## src/rtl/mem_access_stage.sv

```systemverilog
// MEM pipeline stage: drives load/store requests to a variable-latency data memory
// over req/ack, holding the upstream pipeline until the access completes or times out.
module mem_access_stage #(
  parameter int TIMEOUT_CYCLES = 255,
  parameter int CNT_W          = 8
) (
  input  logic        clk,
  input  logic        rst_n,
  input  logic        in_valid,
  input  logic        MemRead,
  input  logic        MemWrite,
  input  logic        RegWrite,
  input  logic        MemtoReg,
  input  logic [31:0] ALUresult,
  input  logic [31:0] writeData,
  input  logic [4:0]  writeReg,
  output logic        stall,
  output logic        RegWriteOut,
  output logic        MemtoRegOut,
  output logic [31:0] ALUresultOut,
  output logic [31:0] readDataOut,
  output logic [4:0]  writeRegOut,
  output logic        mem_req,
  output logic        mem_we,
  output logic [31:0] mem_addr,
  output logic [31:0] mem_wdata,
  input  logic [31:0] mem_rdata,
  input  logic        mem_ack,
  output logic        misalign_err,
  output logic        timeout_err
);

  typedef enum logic [1:0] {IDLE, BUSY, DONE} state_e;

  localparam logic [CNT_W-1:0] CNT_LAST = CNT_W'(TIMEOUT_CYCLES - 1);

  state_e           state_q, state_d;
  logic [CNT_W-1:0] cnt_q, cnt_d;
  logic             mem_read_q, mem_read_d;
  logic             mem_write_q, mem_write_d;
  logic             reg_write_q, reg_write_d;
  logic             memto_reg_q, memto_reg_d;
  logic [31:0]      alu_q, alu_d;
  logic [31:0]      wdata_q, wdata_d;
  logic [4:0]       wreg_q, wreg_d;
  logic [31:0]      rdata_q, rdata_d;
  logic             abort_q, abort_d;
  logic             misalign_q, misalign_d;
  logic             timeout_q, timeout_d;

  logic memop, misaligned;
  assign memop      = in_valid & (MemRead | MemWrite);
  assign misaligned = |ALUresult[1:0];

  assign mem_addr     = alu_q;
  assign mem_wdata    = wdata_q;
  assign misalign_err = misalign_q;
  assign timeout_err  = timeout_q;

  always_comb begin
    state_d     = state_q;
    cnt_d       = cnt_q;
    mem_read_d  = mem_read_q;
    mem_write_d = mem_write_q;
    reg_write_d = reg_write_q;
    memto_reg_d = memto_reg_q;
    alu_d       = alu_q;
    wdata_d     = wdata_q;
    wreg_d      = wreg_q;
    rdata_d     = rdata_q;
    abort_d     = abort_q;
    misalign_d  = misalign_q;
    timeout_d   = timeout_q;

    stall        = 1'b0;
    mem_req      = 1'b0;
    mem_we       = 1'b0;
    RegWriteOut  = 1'b0;
    MemtoRegOut  = memto_reg_q;
    ALUresultOut = alu_q;
    readDataOut  = rdata_q;
    writeRegOut  = wreg_q;

    case (state_q)
      IDLE: begin
        // Pass-through path: no added latency for non-memory instructions
        RegWriteOut  = RegWrite & in_valid & ~memop;
        MemtoRegOut  = MemtoReg;
        ALUresultOut = ALUresult;
        readDataOut  = '0;
        writeRegOut  = writeReg;
        if (memop) begin
          if (misaligned) begin
            misalign_d = 1'b1;
          end else begin
            stall       = 1'b1;
            mem_read_d  = MemRead;
            mem_write_d = MemWrite;
            reg_write_d = RegWrite;
            memto_reg_d = MemtoReg;
            alu_d       = ALUresult;
            wdata_d     = writeData;
            wreg_d      = writeReg;
            rdata_d     = '0;
            abort_d     = 1'b0;
            cnt_d       = '0;
            state_d     = BUSY;
          end
        end
      end
      BUSY: begin
        stall   = 1'b1;
        mem_req = 1'b1;
        mem_we  = mem_write_q & ~mem_read_q;
        // Ack takes priority over a timeout landing on the same edge
        if (mem_ack) begin
          if (mem_read_q) rdata_d = mem_rdata;
          state_d = DONE;
        end else if (cnt_q == CNT_LAST) begin
          timeout_d = 1'b1;
          abort_d   = 1'b1;
          state_d   = DONE;
        end else begin
          cnt_d = cnt_q + 1'b1;
        end
      end
      DONE: begin
        RegWriteOut = reg_write_q & ~abort_q;
        state_d     = IDLE;
      end
      default: state_d = IDLE;
    endcase
  end

  always_ff @(posedge clk) begin
    if (!rst_n) begin
      state_q     <= IDLE;
      cnt_q       <= '0;
      mem_read_q  <= 1'b0;
      mem_write_q <= 1'b0;
      reg_write_q <= 1'b0;
      memto_reg_q <= 1'b0;
      alu_q       <= '0;
      wdata_q     <= '0;
      wreg_q      <= '0;
      rdata_q     <= '0;
      abort_q     <= 1'b0;
      misalign_q  <= 1'b0;
      timeout_q   <= 1'b0;
    end else begin
      state_q     <= state_d;
      cnt_q       <= cnt_d;
      mem_read_q  <= mem_read_d;
      mem_write_q <= mem_write_d;
      reg_write_q <= reg_write_d;
      memto_reg_q <= memto_reg_d;
      alu_q       <= alu_d;
      wdata_q     <= wdata_d;
      wreg_q      <= wreg_d;
      rdata_q     <= rdata_d;
      abort_q     <= abort_d;
      misalign_q  <= misalign_d;
      timeout_q   <= timeout_d;
    end
  end

endmodule

```

## config.mk

```make
export PLATFORM = sky130hd
export DESIGN_NAME = mem_access_stage
export DESIGN_NICKNAME = d
export VERILOG_FILES = /design/src/rtl/mem_access_stage.sv
export SDC_FILE = /design/constraint.sdc
export NUM_CORES = 1
export LEC_CHECK = 0
export CAP_MARGIN = 20
export CORE_MARGIN = 2
export CORE_UTILIZATION = 41
export DETAILED_ROUTE_END_ITERATION = 8
export PLACE_DENSITY = 0.81
export SLEW_MARGIN = 15
export SYNTH_ARGS = -nofsm -noshare
export SYNTH_HDL_FRONTEND = slang
export SYNTH_SLANG_ARGS = --single-unit
```

## constraint.sdc

```tcl
create_clock -name clk -period 2.3 [get_ports clk]
set_input_delay 0.23 -clock clk [delete_from_list [all_inputs] [get_ports clk]]
set_output_delay 0.23 -clock clk [all_outputs]
set_load 0.01 [all_outputs]
```

==> reports/metrics.cfg <==
[run_status]
status=completed

[worst_setup_path]
worstSetupStartpointType=flip-flop
max_stage_delay_ns=0.55
crit_start=state_q[1]$_SDFFE_PN0P_
r2r_setup_slack_ns=0.32
endpoint_kind=output port
cp_max_fo=34
path_cells=or2_1 -> buf_8 -> and2_1 -> clkdlybuf4s50_1
required_ns=2.07
critPathKind=reg -> out
timing.rr.start=state_q[1]$_SDFFE_PN0P_
slowest_stage=clkdlybuf4s50_1
cp_data_arrival_time_ns=1.97

[sta]
fin_crit_sh_pct=95.5
fin_crit_ns=2.20
relSlewSlack_pct=57.2
clock_skew_ns=0.00584
slew_violations=0
rsz0062_at_grt=no
worst_pin_slew_ns=0.642
fmax_mhz=455
setup_viol=0
whs_ns=0.375
hold_viol=0
setup_tns_ns=0

[die]
core_um2=12500
die_w_um=116
io_pins=249
dieArea_um2=13500
die_y_um=116
start_util_pct=41.5
rows=41

[grt]
grt_overflow=0
grtUsageTotal_pct=22.3
grt_pass1_wl_um=23800
grt_pass1_vias=4832
grt_start_max_net_pins=61
grt_antenna_before_repair=0

[placed_design]
place_hpwl_um=10300
port_buffers=248
gp_congestion=0.768

[synth]
ys_ff_latch=118
yosysSeqAreaShare_pct=45.7
synthArstFlopShare_pct=0
synth-edff-count=0
synth.top_cells.by_area=dfxtp_1 (46%), nand2_1 (11%), a21oi_1 (10%), mux2_2 (8.3%), o211ai_1 (4.9%)
synth_area_um2=5170
syn_inst=627
synth.top_cell.area_share_pct=45.7
synth_simple_gate_area_share_pct=22.7
yosysTopAreaCell=dfxtp_1
synth_fa_ha_area_share_pct=0.484
synthMuxAreaShare_pct=8.28
synth_ff_type=dfxtp_1
avgSynthCellArea_um2=8.25
synth_warnings=0
synth-compound-area-share_pct=16.8
synth_cell_types=33
synthXorXnorAreaFrac_pct=0
synth_top_family_by_area=simple AND/OR/NAND/NOR gates
synth_nets=738

[routing]
vias=5265
via_per_inst=5.06
ant_nets=0
wirelength_um=15800
drt-pass1-iter-count=5
wl_per_cell_um=15.2
drt_iter0_markers=377
remaining_drc_errors=0

[final_layout]
fillerInstances=989
nNetsFinal=967
ff_latch_area_um2=2360
antenna_cells=0
syn2layout_area_growth_pct=65.9
drive_above_1_share_pct=10.5
multi_input_area_um2=2500

[clock_network]
clock_latency_ns=0.40
cts_tree=done
cts-root-buf=clkbuf_16
numCtsBuffers=17
holdBufCountCts=0
cts.sink_count=118
cts.clk_slew.worst_paths_ns=0.05
clock_path_buffers=2
cts.htree.levels=4

[flow_run]
drv_cap=0

[power]
peakVddDrop_v=0.000471
p_per_area_nw_per_um2=688
leakage_nw=3.36

[worst_hold_path]
min_from=writeData[12]
hp-class=in -> reg

worst paths after layout:
kind                           endpoint  cells past startpoint
min reg2reg  mem_wdata[10]$_SDFFE_PN0P_                      2
max                     readDataOut[11]                      4
min          mem_wdata[12]$_SDFFE_PN0P_                      3
max reg2reg       cnt_q[2]$_SDFFE_PN0P_                      6
sequential cells by signal (all words and copies together) (netlist names):
register	cells
mem_addr	32
abort_q	1
rdata_q	32
wreg_q	5
reg_write_q	1
memto_reg_q	1
mem_write_q	1
misalign_err	1
mem_wdata	32
mem_read_q	1
state_q	2
cnt_q	8
timeout_err	1
where the power goes:
group,internal [mW],switching (mW)
logic,0.386,0.280
clock network,2.24,0.892
registers,2.09,0.0246
Yosys cell counts (3+ instances only):
cell type	number
or3_1	3
clkbuf_1	32
o211ai_1	34
buf_2	8
buf_1	6
a21oi_1	107
nand4_1	3
nor4_1	4
nand3_1	41
o21ai_0	3
nor2_1	10
dfxtp_1	118
buf_6	10
mux2_2	38
nand2_1	149
inv_1	5
and2_1	33
and3_1	3
through the flow:
stage	utilization, %	setup slack [ns]	power, mW	std cells	area (um2)
final	68.8	0.103	5.91	1041	8580
after global routing	68.8	0.0183	6.12	1041	8580
after CTS	67.8	0.00122	5.96	1038	8450
after detailed placement	62.0	0.100	2.83	1006	7730
after global placement	62.0	0.126	2.82	1006	7730
after floorplan	-	0.437	2.41	627	5170
worst max-delay path, delay by kind of cell (launching register included):
family / cells / cell delay (ns)
buffers and inverters: 2 / 0.76
AND/OR/NAND/NOR: 2 / 0.35
flip-flops: 1 / 0.44
layout make-up:
type                            count  share of cell area (%)
Sequential cell                   118                    27.5
Timing Repair Buffer              266                    32.2
Clock inverter                      7                    2.16
Tap cell                          172                    2.51
Clock buffer                       25                    6.13
Inverter                            5                   0.233
Multi-Input combinational cell    448                    29.2
repair_timing:
| action | in CTS | in global routing |
|---|---|---|
| gates cloned | 0 | 1 |
| pin swaps | 0 | 1 |
| setup buffers | 0 | 2 |
| resized for setup | 4 | 37 |
| endpoints found under the setup margin | 5 | 36 |
placed cells by master, fill, tap and decap left out, drive strengths merged, types with 2 or more instances in the layout:
master         count
a21oi            107
a31oi              2
and2              33
and3               3
buf               17
bufinv             6
clkbuf            26
clkdlybuf4s50    209
clkinv             2
dfxtp            118
dlygate4sd2        3
dlymetal6s2s      36
ha                 2
inv                4
mux2              38
nand2            149
nand3             41
nand4              3
nor2              10
nor3               2
nor4               5
o211ai            34
o21ai              3
o31ai              2
or3                3
or4                2
cells by family (layout without fill, tap and decap cells):
| family | count (synthesis) | in the layout |
|---|---|---|
| AOI/OAI and AO/OA | 152 | 152 |
| buffers and inverters | 61 | 303 |
| adders and majority gates | 2 | 2 |
| DFF | 118 | 118 |
| muxes | 38 | 38 |
| and+or+nand+nor | 256 | 256 |
routing by layer:
metal,part of all wire [%],track usage (%),vias to the layer above
met5,0,0,-
met4,0.74,7.14,0
met3,8.9,8.77,10
met2,50,36.8,193
met1,40,26.9,2451
li1,-,-,2611
No activity file was read; power rests on OpenSTA's default activity.
